### src/rtl/decode_session_controller_pkg.sv
// Shared constants, state encoding and sizing helper for the decode session controller.
package decode_session_controller_pkg;

   localparam logic [7:0]  START_DECODING_MSG      = 8'h01;
   localparam logic [7:0]  MEASUREMENT_DATA_HEADER = 8'h02;
   localparam int unsigned RESULT_MIN_BYTES        = 3;

   typedef enum logic [2:0] {
      ST_START,
      ST_IDLE,
      ST_HEADER,
      ST_DATA,
      ST_WAIT,
      ST_COLLECT,
      ST_EMIT
   } state_e;

   // Counter width able to index 0..n-1, never narrower than one bit.
   function automatic int unsigned idx_width(input int unsigned n);
      return (n > 1) ? $clog2(n) : 1;
   endfunction

endpackage

### src/rtl/decode_session_controller_result_parser.sv
// Counts result bytes, captures the record fields and watches for an idle timeout.
module decode_session_controller_result_parser
   import decode_session_controller_pkg::*;
#(
   parameter int unsigned RESULT_BYTES   = 3,
   parameter int unsigned TIMEOUT_CYCLES = 65535
) (
   input  logic        clk,
   input  logic        reset,
   input  logic        clear,
   input  logic        active,
   input  logic [7:0]  byte_data,
   input  logic        byte_valid,
   output logic        done,
   output logic        timeout,
   output logic [7:0]  iterations,
   output logic [15:0] cycles
);

   localparam int unsigned RX_W = idx_width(RESULT_BYTES);
   localparam int unsigned TO_W = idx_width(TIMEOUT_CYCLES);

   if (RESULT_BYTES < RESULT_MIN_BYTES) begin : g_bad_result_bytes
      $error("RESULT_BYTES must be at least %0d", RESULT_MIN_BYTES);
   end

   logic [RX_W-1:0] rx_idx_q, rx_idx_d;
   logic [TO_W-1:0] to_cnt_q, to_cnt_d;
   logic [7:0]      iter_q, iter_d;
   logic [15:0]     cyc_q, cyc_d;
   logic            accept;

   // Byte acceptance, capture of fields 0..2 and timeout counting.
   always_comb begin
      rx_idx_d = rx_idx_q;
      to_cnt_d = to_cnt_q;
      iter_d   = iter_q;
      cyc_d    = cyc_q;
      accept   = active && byte_valid;
      done     = accept && (rx_idx_q == RX_W'(RESULT_BYTES - 1));
      timeout  = active && !accept && (to_cnt_q == TO_W'(TIMEOUT_CYCLES - 1));
      if (clear) begin
         rx_idx_d = '0;
         to_cnt_d = '0;
         iter_d   = 8'h00;
         cyc_d    = 16'h0000;
      end else if (accept) begin
         to_cnt_d = '0;
         rx_idx_d = rx_idx_q + RX_W'(1);
         if (rx_idx_q == RX_W'(0)) iter_d       = byte_data;
         if (rx_idx_q == RX_W'(1)) cyc_d[15:8]  = byte_data;
         if (rx_idx_q == RX_W'(2)) cyc_d[7:0]   = byte_data;
      end else if (active) begin
         to_cnt_d = to_cnt_q + TO_W'(1);
      end
   end

   // Parser state registers.
   always_ff @(posedge clk) begin
      if (reset) begin
         rx_idx_q <= '0;
         to_cnt_q <= '0;
         iter_q   <= 8'h00;
         cyc_q    <= 16'h0000;
      end else begin
         rx_idx_q <= rx_idx_d;
         to_cnt_q <= to_cnt_d;
         iter_q   <= iter_d;
         cyc_q    <= cyc_d;
      end
   end

   assign iterations = iter_q;
   assign cycles     = cyc_q;

endmodule

### src/rtl/decode_session_controller.sv
// Sequences start message, frame header and round bytes to the decoder, then parses its result.
module decode_session_controller
   import decode_session_controller_pkg::*;
#(
   parameter int unsigned BYTES_PER_ROUND = 1,
   parameter int unsigned ROUNDS          = 5,
   parameter int unsigned RESULT_BYTES    = 3,
   parameter int unsigned TIMEOUT_CYCLES  = 65535
) (
   input  logic                         clk,
   input  logic                         reset,
   input  logic [8*BYTES_PER_ROUND-1:0] round_data,
   input  logic                         round_valid,
   output logic                         round_ready,
   output logic [7:0]                   dec_in_data,
   output logic                         dec_in_valid,
   input  logic                         dec_in_ready,
   input  logic [7:0]                   dec_out_data,
   input  logic                         dec_out_valid,
   output logic                         dec_out_ready,
   output logic [7:0]                   res_iterations,
   output logic [15:0]                  res_cycles,
   output logic [15:0]                  res_frame_id,
   output logic                         res_timeout,
   output logic                         res_valid,
   input  logic                         res_ready,
   output logic                         busy,
   output logic                         error
);

   localparam int unsigned BI_W = idx_width(BYTES_PER_ROUND);
   localparam int unsigned RI_W = idx_width(ROUNDS);

   state_e          state_q, state_d;
   logic [BI_W-1:0] byte_idx_q, byte_idx_d;
   logic [RI_W-1:0] round_idx_q, round_idx_d;
   logic [15:0]     frame_id_q, frame_id_d;
   logic            res_timeout_q, res_timeout_d;
   logic            error_q, error_d;
   logic            last_byte, last_round, data_hs;
   logic            parser_clear, parser_done, parser_timeout;
   logic [7:0]      round_byte;

   // Selects the round byte addressed by byte_idx.
   always_comb begin
      round_byte = round_data[7:0];
      for (int unsigned b = 0; b < BYTES_PER_ROUND; b++) begin
         if (byte_idx_q == BI_W'(b)) round_byte = round_data[8*b +: 8];
      end
   end

   // Port-side decode of the current state.
   always_comb begin
      last_byte     = (byte_idx_q == BI_W'(BYTES_PER_ROUND - 1));
      last_round    = (round_idx_q == RI_W'(ROUNDS - 1));
      data_hs       = (state_q == ST_DATA) && round_valid && dec_in_ready;
      dec_in_valid  = 1'b0;
      dec_in_data   = 8'h00;
      case (state_q)
         ST_START: begin
            dec_in_valid = 1'b1;
            dec_in_data  = START_DECODING_MSG;
         end
         ST_HEADER: begin
            dec_in_valid = 1'b1;
            dec_in_data  = MEASUREMENT_DATA_HEADER;
         end
         ST_DATA: begin
            dec_in_valid = round_valid;
            dec_in_data  = round_byte;
         end
         default: ;
      endcase
      round_ready   = data_hs && last_byte;
      parser_clear  = data_hs && last_byte && last_round;
      dec_out_ready = (state_q == ST_WAIT) || (state_q == ST_COLLECT);
      res_valid     = (state_q == ST_EMIT);
      busy          = (state_q != ST_IDLE);
   end

   // Next-state, index, frame-id and flag computation.
   always_comb begin
      state_d       = state_q;
      byte_idx_d    = byte_idx_q;
      round_idx_d   = round_idx_q;
      frame_id_d    = frame_id_q;
      res_timeout_d = res_timeout_q;
      error_d       = error_q;
      case (state_q)
         ST_START:  if (dec_in_ready) state_d = ST_IDLE;
         ST_IDLE:   if (round_valid) state_d = ST_HEADER;
         ST_HEADER: if (dec_in_ready) state_d = ST_DATA;
         ST_DATA: begin
            if (data_hs) begin
               if (last_byte) begin
                  byte_idx_d = '0;
                  if (last_round) begin
                     round_idx_d = '0;
                     state_d     = ST_WAIT;
                  end else begin
                     round_idx_d = round_idx_q + RI_W'(1);
                  end
               end else begin
                  byte_idx_d = byte_idx_q + BI_W'(1);
               end
            end
         end
         ST_WAIT, ST_COLLECT: begin
            if (parser_timeout) begin
               state_d       = ST_EMIT;
               res_timeout_d = 1'b1;
               error_d       = 1'b1;
            end else if (parser_done) begin
               state_d       = ST_EMIT;
               res_timeout_d = 1'b0;
            end else if ((state_q == ST_WAIT) && dec_out_valid) begin
               state_d = ST_COLLECT;
            end
         end
         ST_EMIT: begin
            if (res_ready) begin
               state_d       = ST_IDLE;
               frame_id_d    = frame_id_q + 16'd1;
               res_timeout_d = 1'b0;
            end
         end
         default: state_d = ST_START;
      endcase
   end

   // Controller state registers.
   always_ff @(posedge clk) begin
      if (reset) begin
         state_q       <= ST_START;
         byte_idx_q    <= '0;
         round_idx_q   <= '0;
         frame_id_q    <= 16'h0000;
         res_timeout_q <= 1'b0;
         error_q       <= 1'b0;
      end else begin
         state_q       <= state_d;
         byte_idx_q    <= byte_idx_d;
         round_idx_q   <= round_idx_d;
         frame_id_q    <= frame_id_d;
         res_timeout_q <= res_timeout_d;
         error_q       <= error_d;
      end
   end

   decode_session_controller_result_parser #(
      .RESULT_BYTES   (RESULT_BYTES),
      .TIMEOUT_CYCLES (TIMEOUT_CYCLES)
   ) u_result_parser (
      .clk        (clk),
      .reset      (reset),
      .clear      (parser_clear),
      .active     (dec_out_ready),
      .byte_data  (dec_out_data),
      .byte_valid (dec_out_valid),
      .done       (parser_done),
      .timeout    (parser_timeout),
      .iterations (res_iterations),
      .cycles     (res_cycles)
   );

   assign res_frame_id = frame_id_q;
   assign res_timeout  = res_timeout_q;
   assign error        = error_q;

endmodule

### config.mk
export PLATFORM = sky130hd
export DESIGN_NAME = decode_session_controller
export DESIGN_NICKNAME = d
export VERILOG_FILES = /design/src/rtl/decode_session_controller_pkg.sv /design/src/rtl/decode_session_controller_result_parser.sv /design/src/rtl/decode_session_controller.sv
export SDC_FILE = /design/constraint.sdc
export NUM_CORES = 1
export LEC_CHECK = 0
export CAP_MARGIN = 10
export CORE_ASPECT_RATIO = 2
export CORE_MARGIN = 5
export CORE_UTILIZATION = 50
export CTS_BUF_LIST = sky130_fd_sc_hd__clkbuf_8
export DETAILED_ROUTE_END_ITERATION = 8
export PLACE_DENSITY = 0.82
export SLEW_MARGIN = 20
export SYNTH_ARGS = -nofsm -noshare
export SYNTH_HDL_FRONTEND = slang
export SYNTH_SLANG_ARGS = --single-unit
### constraint.sdc
create_clock -name clk -period 1.8 [get_ports clk]
set_input_delay 0.36 -clock clk [delete_from_list [all_inputs] [get_ports clk]]
set_output_delay 0.36 -clock clk [all_outputs]
set_load 0.005 [all_outputs]
Yosys cells after proc, flatten, opt, wreduce, memory -nomap -nowiden
Cells that the tools add are included.
Storage, ports and cells
  register bits after elaboration: 67
  latch bits: 0
  RAM bits: 0
  memory bits (read-only): 0
  word-level logic and storage cells: 83
  memories: 0
Operators by class
  add/sub/neg operators: 5
  multipliers: 0
  divide/modulo/power cells: 0
  order comparisons: 0
  equality and inequality tests: 20
  shifts and indexed selects: 0
  muxes and demuxes: 19
  bitwise logic cells: 1
  reductions and logical operators: 27
Operators by type and width (number)
  3-bit 2-to-1 mux: 11
  16-bit by 1-bit adder with 16-bit output (second input constant): 2
  8-bit case mux with 3 select lines: 1
  3-bit case mux with 6 select lines: 1
  16-bit == test (second input constant): 1
  3-bit == test (second input constant): 4
  2-bit inequality test (second input constant): 6
  2-bit AND reduction: 6
  1-bit logical AND: 9
  8-bit AND reduction: 1
  3-bit by 2-bit == test with 1-bit output (second input constant): 2
  3-bit AND reduction: 2
  2-bit OR reduction: 3
  1-bit 2-to-1 mux: 4
  4-bit inequality test (second input constant): 1
  1-bit case mux with 2 select lines: 2
  3-bit by 1-bit adder with 3-bit output (second input constant): 1
  3-bit by 1-bit == test with 1-bit output (second input constant): 1
  3-bit zero test: 1
  3-bit by 1-bit inequality test with 1-bit output (second input constant): 1
  3-bit inequality test (second input constant): 1
  3-bit OR reduction: 1
  2-bit by 1-bit adder with 2-bit output (second input constant): 1
  2-bit by 1-bit == test with 1-bit output (second input constant): 1
  other kinds (8): 8

Depth between registers and ports, before layout
Gate-level depths: netlist of the first run.
  depth after elaboration: 8
  gate-level depth with buffers: 7

Cells and area by module
Synthesis of the first run repeated with hierarchy kept, for this count alone.
Unflattened totals
  cells, all modules: 363
  area, all modules: 3105.5 µm²
Modules (own cells, without submodules)
  decode_session_controller_result_parser: instances 1, cells an instance 195, area each 1781.7 µm², seq. area each 840.8 µm²
  decode_session_controller: instances 1, cells an instance 168, area each 1323.8 µm², seq. area each 480.5 µm²

Least setup slack after synthesis of the first run
Ideal clock, no wire load.
  path type: flip-flop to flip-flop
  from: register state_q[1]
  to: register state_q[1]
  data arrival time: 1.529 ns
  path slack: 0.185 ns
  cell stages (with the launch flop): 7
  cells stage by stage: dfxtp_1 buf_6 and4b_1 buf_4 nand2_1 or4_1 a221oi_2
On the way
  word-level cells in the longest chain between the ends: 8
  elaborated cells between the ends (all ways): 29
RTL lines
  start, declared: RTL line decode_session_controller.sv:34  | state_e state_q, state_d;
  start signal, assigned: RTL line decode_session_controller.sv:141  | state_q <= state_d;
  3-bit == test, on equally long branches: RTL line decode_session_controller.sv:76, decode_session_controller.sv:89, decode_session_controller.sv:116
  1-bit logical OR: RTL line decode_session_controller.sv:76  | dec_out_ready = (state_q == ST_WAIT) || (state_q == ST_COLLECT);
  1-bit logical AND: RTL line decode_session_controller_result_parser.sv:39  | accept = active && byte_valid;
  1-bit zero test: RTL line decode_session_controller_result_parser.sv:41  | timeout = active && !accept && (to_cnt_q == TO_W'(TIMEOUT_CYCLES - 1));
  1-bit logical AND (2 in series): RTL line decode_session_controller_result_parser.sv:41
  4-bit inequality test (no line) / 3-bit 2-to-1 mux (equally long branches)
  8-bit AND reduction (no line) / 3-bit case mux with 6 select lines (equally long branches)
Parallel ways exist; a longest one is shown, timed or not.
A chain may end at the register's enable or synchronous reset.

Worst setup path after layout of the first run
  from: input res_ready
  to: register frame_id_q[15], in the netlist res_frame_id[15]
On the way
  word-level cells in the longest chain between the ends: 1
RTL lines
  start, declared: RTL line decode_session_controller.sv:26  | input logic res_ready,
  2-bit AND reduction (no line)
  end signal, assigned: RTL line decode_session_controller.sv:144  | frame_id_q <= frame_id_d;
  end, declared: RTL line decode_session_controller.sv:37  | logic [15:0] frame_id_q, frame_id_d;
Every way passes these cells.

==> results_tabular.tex, run 1 <==
\begin{tabular}{lr}
\hline
Metric & Value \\
\hline
\multicolumn{2}{l}{\textbf{Timing}} \\
\quad Final max-slew violation count & 0 \\
\quad Setup violators final & 0 \\
\quad Post-route setup slack & 0.07147 ns \\
\quad Aggregate negative setup slack & 0 ns \\
\quad Time the worst path needs with I/O delays and setup & 1.729 ns \\
\quad Setup Skew & between 0.007 and 0.008 ns \\
\quad Pin slew with the least headroom to its limit & 0.4298 ns \\
\quad Maximum clock frequency & 578.5 MHz \\
\quad Relative slew margins & 0.7127 \\
\quad Endpoints failing hold & 0 \\
\quad Final period util & 0.9603 \\
\multicolumn{2}{l}{\textbf{Hold path}} \\
\quad Hold Crit Class & reg -> reg \\
\quad Hold path startpoint & error \\
\quad Worst hold path endpoint & error \\
\quad Cell depth of the worst min-delay path & 2 \\
\multicolumn{2}{l}{\textbf{Yosys}} \\
\quad Number of enable-type register cells in the synthesized netlist & 0 \\
\quad Async set-reset flop share out of synthesis & 0 \\
\quad Number of distinct library cell variants in the gate-level netlist after synthesis & 44 \\
\quad Proportion of synthesized chip area in sequential cells & 0.4349 \\
\quad Flops \& latches, synth & 66 \\
\quad Top\_reg\_cell synth & dfxtp\_1 \\
\quad Count of warnings emitted by yosys & 0 \\
\quad Synth Instances & about 370 \\
\quad Syn Std Cell Area & roughly 0.0030 mm2 \\
\quad Syn\_area\_per\_cell & 8.166 um2 \\
\quad Synthesized Nets & approximately 400 \\
\multicolumn{2}{l}{\textbf{Die}} \\
\quad Core Rows & 40 \\
\quad I/O pins & 77 \\
\quad Die span in x & 65.12 um \\
\quad Effective utilization at floorplan & 0.5101 \\
\quad Area of the placeable core & 0.005956 mm2 \\
\quad Die area & 0.007829 mm2 \\
\quad Overall die height & around 120 um \\
\multicolumn{2}{l}{\textbf{Worst setup path}} \\
\quad Number of cell instances on the worst register-to-register path & 5 \\
\quad Reg2reg start & state\_q[0] \\
\quad Endpoint of the worst-slack reg-to-reg timing path & res\_frame\_id[15] \\
\quad CP endpoint kind & flip-flop \\
\quad Worst path required time & 2.09 ns \\
\quad Startpoint class of the critical path & input pin \\
\quad Critical path arrival & between 2 and 2.5 ns \\
\quad Category of the most critical setup path & in -> reg \\
\quad Internal reg-to-reg setup slack & 0.08 ns \\
\quad Worst-path maximum fanout & 6 \\
\multicolumn{2}{l}{\textbf{Layout}} \\
\quad Filler cells & around 450 \\
\quad Area Overhead vs Synth & 42.79\% \\
\quad Most frequent cells in the layout & 64 x nand2\_1, 64 x dfxtp\_1, 63 x clkdlybuf4s50\_1 \\
\quad Share of post-route cells with drive strength above 1 & 0.1770 \\
\quad Final \#Nets & between 500 and 600 \\
\quad Post-layout instance count excluding filler cells & roughly 550 \\
\quad Antenna diode count & 0 \\
\multicolumn{2}{l}{\textbf{Clock tree}} \\
\quad Number of hold-repair buffers added at the cts stage & 0 \\
\quad Buffer type at the clock tree root & clkbuf\_8 \\
\quad Latest clock arrival within the worst-skew pair & 0.36 ns \\
\quad CTS Buf Count & 9 \\
\quad Clock slew at the register clock pins of the worst setup and hold paths & 0.07 ns \\
\quad Clock Sinks & 66 \\
\quad Buffer levels on the longest clock path & 2 \\
\quad Clock tree from TritonCTS & yes \\
\quad H-Tree Depth & 3 \\
\multicolumn{2}{l}{\textbf{GRT}} \\
\quad Number of antenna violations at the first check in global routing & 0 \\
\quad Global-route wire length before repair & 13.92 mm \\
\quad Pin count of the biggest net entering global routing & 27 \\
\quad Total routing usage reported by global routing & 0.2306 \\
\quad Via count of the first global-routing pass & between 3000 and 4000 \\
\quad Congestion Overflow GR & 0 \\
\multicolumn{2}{l}{\textbf{Detailed routing}} \\
\quad DRC errors left & 0 \\
\quad Detailed-routing iteration count for the pre-antenna-repair pass & 4 \\
\quad Via density & 5.605 \\
\quad Via count & 3077 \\
\quad Final Routed Wirelength & around 8.7 mm \\
\quad ANT nets after route & 0 \\
\quad Initial DRC count & 253 \\
\quad Routed WL per cell & 15.87 um \\
\multicolumn{2}{l}{\textbf{Placed design}} \\
\quad Weighted congestion reported at the end of routability-driven placement & about 0.85 \\
\quad I/O Buffers & 76 \\
\quad Dpl cells & 528 \\
\quad Placed wire-length estimate after detailed placement & 6.528 mm \\
\quad Pre-CTS setup slack & -0.2528 ns \\
\multicolumn{2}{l}{\textbf{Run status}} \\
\quad Run status & completed \\
\multicolumn{2}{l}{\textbf{Pwr}} \\
\quad Worst IR drop on VDD & 522.3 uV \\
\quad Power density of the placed cells & 710.6 mW/mm2 \\
\quad Leakage & 1.610 nW \\
\multicolumn{2}{l}{\textbf{Run}} \\
\quad Maximum Capacitance Violations & 0 \\
\hline
\end{tabular}
==> critical path: stages <==
cell,delay (ns)
clkdlybuf4s50_1,0.53
and4b_1,0.22
nand4_1,0.21
or4_1,0.54
a21oi_1,0.15
==> routing by layer <==
layer | GRT usage | wire length, um | vias to the layer above
li1 | - | - | 1499
met1 | 0.2056 | 3023 | 1474
met2 | 0.4561 | 5094 | 83
met3 | 0.06320 | 382 | 21
met4 | 0.1039 | 209 | 0
met5 | 0 | 0 | -
==> cell type report <==
type                       count  area, um2  area share
multi-input combinational    272       1613      0.3718
clock inverter                 5      53.80     0.01240
tap                           63      78.83     0.01817
sequential                    66       1329      0.3063
timing repair buffer         119       1064      0.2452
clock buffer                  11      151.4     0.03490
inverter                      13      48.80     0.01125
==> synthesized netlist by cell type, drive strengths merged, types with 3 or more instances <==
cell type / number / area share
a21oi: 45 / 0.074
and2: 12 / 0.025
and3: 4 / 0.0082
and4b: 3 / 0.0099
buf: 10 / 0.018
clkbuf: 11 / 0.014
dfxtp: 66 / 0.43
ha: 8 / 0.033
inv: 13 / 0.016
nand2: 64 / 0.079
nand3: 19 / 0.031
nand4: 10 / 0.023
nor2: 25 / 0.031
nor3: 6 / 0.0099
o21ai: 8 / 0.013
o31ai: 6 / 0.015
or2: 4 / 0.0082
or3: 9 / 0.019
or4: 6 / 0.015
xnor2: 10 / 0.029
xor2: 11 / 0.032
==> how the worst max path moves through the flow <==
| stage | from | end | slack, ns | cells after the start |
|---|---|---|---|---|
| 2_1_floorplan | state_q[1] | state_q[1] | 0.18 | 6 |
| 3_3_place_gp | res_ready | res_frame_id[15] | -0.21 | 5 |
| 3_5_place_dp | res_ready | res_frame_id[15] | -0.25 | 5 |
| 4_1_cts | state_q[0] | round_ready | -0.1 | 4 |
| 5_1_grt | state_q[1] | dec_in_data[0] | -0.001 | 5 |
| 6_report | res_ready | res_frame_id[15] | 0.07 | 5 |
==> sequential cells by signal, indices dropped and copies added, names as in the netlist <==
register,cells
res_timeout,1
u_result_parser.to_cnt_q,16
u_result_parser.rx_idx_q,2
round_idx_q,3
error,1
u_result_parser.cycles,16
u_result_parser.iterations,8
state_q,3
res_frame_id,16
==> per-stage QoR <==
step           total power, mW  cell area, um2  hold slack (ns)  utilization
3_5_place_dp             1.823            4091           0.4484       0.6870
4_1_cts                  3.090            4324           0.4584       0.7261
5_1_grt                  3.205            4338           0.4789       0.7284
3_3_place_gp             1.817            4091           0.4426       0.6870
2_1_floorplan            1.642            3038           0.4421            -
6_report                 3.083            4338           0.4543       0.7284
==> what timing repair did <==
action | in CTS | in global routing
endpoints found under the hold margin | 0 | 0
resized for setup | 30 | 21
gates cloned | 0 | 0
setup endpoints to repair | 13 | 11
setup buffers | 3 | 2
pin swaps | 1 | 3
==> cell families (layout without fill, tap and decap cells) <==
| kind of cell | count (synthesis) | after routing | synth area share |
|---|---|---|---|
| AO/OA/AOI/OAI | 69 | 69 | 0.1322 |
| XOR/XNOR | 21 | 21 | 0.06054 |
| adder cells (fa/ha/maj) | 8 | 8 | 0.03295 |
| buffers and inverters | 34 | 148 | 0.04778 |
| flip-flops | 66 | 66 | 0.4349 |
| AND/OR/NAND/NOR | 174 | 174 | 0.2916 |
==> power by group <==
| part | total [mW] | switching (mW) | internal, mW |
|---|---|---|---|
| logic | 0.335 | 0.144 | 0.190 |
| registers | 1.48 | 0.0121 | 1.47 |
| clock network | 1.26 | 0.557 | 0.707 |
| total | 3.08 | 0.713 | 2.37 |
(Power assumes the default switching activity.)
==> run 2: changes to the inputs <==
- CORE_MARGIN: 5 -> 8
==> run 2 against run 1 <==
Against the previous run: critical path depth is the same; non-clock buffer count is the same; worst setup slack lost 0.017 ns; utilization grew 0.21 points; via count shrank 1.5%; register-to-register slack lost 0.03 ns; first-iteration DRC count shrank 31%; sequential power is essentially flat; clock power is essentially flat.
==> results_tabular.tex, run 2 (synthesized netlist as in run 1, its figures left out) <==
\begin{tabular}{lr}
\hline
Metric & Value \\
\hline
\multicolumn{2}{l}{\textbf{Run status}} \\
\quad Run status & completed (unchanged) \\
\multicolumn{2}{l}{\textbf{Layout}} \\
\quad Antenna diode count & 0 (unchanged) \\
\quad Multi-input combinational cell area & 0.001590 mm2 (was 0.001613 mm2) \\
\quad Fraction of the core area covered by cells at the end of the flow & 0.7305 (was 0.7284) \\
\quad Filler cells & 461 (was 449) \\
\quad Area taken by flip-flops and latches & 0.001330 mm2 (was 0.001329 mm2) \\
\quad Final \#Nets & 511 (unchanged) \\
\quad Area Overhead vs Synth & 43.20\% (was 42.79\%) \\
\quad Post-layout instance count excluding filler cells & 549 (unchanged) \\
\quad Most frequent standard cell in the layout excluding fill and tap cells & nand2\_1 \\
\quad Share of post-route cells with drive strength above 1 & 0.1626 (was 0.1770) \\
\quad Most frequent cells in the layout & 64 x nand2\_1, 63 x dfxtp\_1, 63 x clkdlybuf4s50\_1 (was 64 x nand2\_1, 64 x dfxtp\_1, 63 x clkdlybuf4s50\_1) \\
\multicolumn{2}{l}{\textbf{Clock tree}} \\
\quad CTS Buf Count & 9 (unchanged) \\
\quad H-Tree Depth & 3 (unchanged) \\
\quad Buffer levels on the longest clock path & 2 (unchanged) \\
\quad Buffer type at the clock tree root & clkbuf\_8 (unchanged) \\
\quad Clock slew at the register clock pins of the worst setup and hold paths & 0.07 ns (about the same) \\
\quad Clock Sinks & 66 (unchanged) \\
\quad Clock tree from TritonCTS & yes (unchanged) \\
\quad Latest clock arrival within the worst-skew pair & 0.34 ns (was 0.36 ns) \\
\multicolumn{2}{l}{\textbf{Pwr}} \\
\quad Switching share of total power & 0.2269 (was 0.2315) \\
\quad P\_int & 2.351 mW (was 2.369 mW) \\
\quad Leakage & 1.706 nW (was 1.610 nW) \\
\quad Share of power burned in registers & 0.487 (was 0.481) \\
\quad Power share of the clock group & 0.410 (about the same) \\
\quad Combinational group share of total power & 0.103 (was 0.109) \\
\quad Power density of the placed cells & 699.0 mW/mm2 (was 710.6 mW/mm2) \\
\quad Worst IR drop on VDD & 561.9 uV (was 522.3 uV) \\
\quad Net switching power of the design & 0.6901 mW (was 0.7135 mW) \\
\multicolumn{2}{l}{\textbf{Detailed routing}} \\
\quad DRC errors left & 0 (unchanged) \\
\quad Uppermost metal layer occupied by signal nets & met4 (unchanged) \\
\quad Via count & 3031 (was 3077) \\
\quad Detailed-routing iteration count for the pre-antenna-repair pass & 4 (unchanged) \\
\quad Via density & 5.521 (was 5.605) \\
\quad Wire length on met2 & 4.790 mm (was 5.094 mm) \\
\quad Met3 WL post-DR & 357 um (was 382 um) \\
\quad Routed WL per cell & 15.54 um (was 15.87 um) \\
\quad Final Routed Wirelength & 8.532 mm (was 8.710 mm) \\
\quad WL met1 & 3.069 mm (was 3.023 mm) \\
\quad Initial DRC count & 174 (was 253) \\
\quad ANT nets after route & 0 (unchanged) \\
\multicolumn{2}{l}{\textbf{Timing}} \\
\quad Final max-slew violation count & 0 (unchanged) \\
\quad Aggregate negative setup slack & 0 ns (unchanged) \\
\quad Relative slew margins & 0.7135 (was 0.7127) \\
\quad Fin Hold WS & 0.4548 ns (was 0.4543 ns) \\
\quad Setup Skew & 0.005855 ns (was 0.007970 ns) \\
\quad Setup violators final & 0 (unchanged) \\
\quad Pin slew with the least headroom to its limit & 0.4265 ns (was 0.4298 ns) \\
\quad Maximum clock frequency & 572.8 MHz (was 578.5 MHz) \\
\quad Endpoints failing hold & 0 (unchanged) \\
\quad Final period util & 0.9698 (was 0.9603) \\
\quad Time the worst path needs with I/O delays and setup & 1.746 ns (was 1.729 ns) \\
\multicolumn{2}{l}{\textbf{Placed design}} \\
\quad Dpl cells & 530 (was 528) \\
\quad Placed wire-length estimate after detailed placement & 6.588 mm (was 6.528 mm) \\
\quad I/O Buffers & 76 (unchanged) \\
\quad Weighted congestion reported at the end of routability-driven placement & 0.8599 (was 0.8520) \\
\multicolumn{2}{l}{\textbf{GRT}} \\
\quad Pin count of the biggest net entering global routing & 27 (unchanged) \\
\quad Total routing usage reported by global routing & 0.1931 (was 0.2306) \\
\quad Congestion Overflow GR & 0 (unchanged) \\
\quad Via count of the first global-routing pass & 3008 (was 3071) \\
\quad Number of antenna violations at the first check in global routing & 0 (unchanged) \\
\quad Global-route wire length before repair & 13.77 mm (was 13.92 mm) \\
\multicolumn{2}{l}{\textbf{Worst setup path}} \\
\quad Category of the most critical setup path & reg -> reg (was in -> reg) \\
\quad Startpoint class of the critical path & flip-flop (was input pin) \\
\quad Endpoint of the worst-slack reg-to-reg timing path & state\_q[1] (was res\_frame\_id[15]) \\
\quad Crit path max-delay cell type & or4\_1 (unchanged) \\
\quad Worst-path maximum fanout & 9 (was 6) \\
\quad Critical path arrival & 2.00 ns (was 2.02 ns) \\
\quad CP peak stage delay & 0.50 ns (was 0.54 ns) \\
\quad CP endpoint kind & flip-flop (unchanged) \\
\quad Reg2reg start & state\_q[1] (was state\_q[0]) \\
\quad Number of cell instances on the worst register-to-register path & 5 (unchanged) \\
\quad Start point of the critical path & state\_q[1] (was res\_ready) \\
\quad Internal reg-to-reg setup slack & 0.05 ns (was 0.08 ns) \\
\quad Worst path required time & 2.05 ns (was 2.09 ns) \\
\quad CP endpoint & state\_q[1] (was res\_frame\_id[15]) \\
\quad Cells traversed along the worst timing path & buf\_4 -> and4b\_2 -> nand2\_1 -> or4\_1 -> a221oi\_2 (was clkdlybuf4s50\_1 -> and4b\_1 -> nand4\_1 -> or4\_1 -> a21oi\_1) \\
\multicolumn{2}{l}{\textbf{Die}} \\
\quad Area of the placeable core & 0.005956 mm2 (unchanged) \\
\quad Core Rows & 40 (unchanged) \\
\quad I/O pins & 77 (unchanged) \\
\quad Die area & 0.008977 mm2 (was 0.007829 mm2) \\
\quad Die span in x & 71.12 um (was 65.12 um) \\
\quad Effective utilization at floorplan & 0.5101 (unchanged) \\
\quad Overall die height & 126.2 um (was 120.2 um) \\
\multicolumn{2}{l}{\textbf{Hold path}} \\
\quad Hold path startpoint & u\_result\_parser.cycles[1] (was error) \\
\quad Hold Crit Class & reg -> reg (unchanged) \\
\multicolumn{2}{l}{\textbf{Run}} \\
\quad Maximum Capacitance Violations & 0 (unchanged) \\
\hline
\end{tabular}
-- run 2: repair_timing --
| action | in CTS | in global routing |
|---|---|---|
| setup endpoints to repair | 13 | 12 |
| hold buffers | 0 | 0 |
| gates cloned | 0 | 0 |
| gates resized for setup | 18 | 18 |
| pin swaps | 2 | 1 |
| setup buffers | 1 | 2 |
-- run 2: worst max-delay path, delay by kind of cell (launching register included) --
kind            cells  cell delay, ns
simple gates        3            0.91
flops               1            0.34
compound gates      1            0.23
buf+inv             1            0.16
-- run 2: through the flow --
step	total power, mW	worst slack [ns]	cell area [um2]
global route	3.161	-0.001067	4350
detailed placement	1.822	-0.2295	4094
CTS	3.068	-0.2415	4308
floorplan	1.642	0.1848	3038
global placement	1.816	-0.1966	4094
finish	3.041	0.05429	4350
-- run 2: power by group through the flow --
| stage | Clock, mW | Sequential, mW | Combinational, mW |
|---|---|---|---|
| floorplan | 0 | 1.51 | 0.136 |
| global route | 1.34 | 1.48 | 0.335 |
| CTS | 1.28 | 1.48 | 0.304 |
| global placement | 0 | 1.51 | 0.304 |
| finish | 1.25 | 1.48 | 0.312 |
| detailed placement | 0 | 1.51 | 0.310 |
-- run 2: area by class of cell --
class                      count  area share
clock inverter                 5     0.01237
sequential                    66      0.3057
multi-input combinational    272      0.3655
inverter                      13     0.01122
clock buffer                  11     0.03480
tap                           63     0.01812
timing repair buffer         119      0.2522
-- run 2: worst min path at each step --
| stage | end | slack, ns | depth (start not counted) |
|---|---|---|---|
| global route | u_result_parser.cycles[8] | 0.48 | 2 |
| finish | u_result_parser.cycles[1] | 0.45 | 2 |
| detailed placement | error | 0.44 | 2 |
| floorplan | error | 0.44 | 2 |
| CTS | u_result_parser.cycles[1] | 0.46 | 2 |
| global placement | error | 0.43 | 2 |
-- run 2: routing by layer --
| metal | vias up | global-route usage |
|---|---|---|
| li1 | 1503 | - |
| met1 | 1430 | 0.1750 |
| met3 | 22 | 0.05405 |
| met2 | 76 | 0.3595 |
| met4 | 0 | 0.1211 |
| met5 | - | 0 |
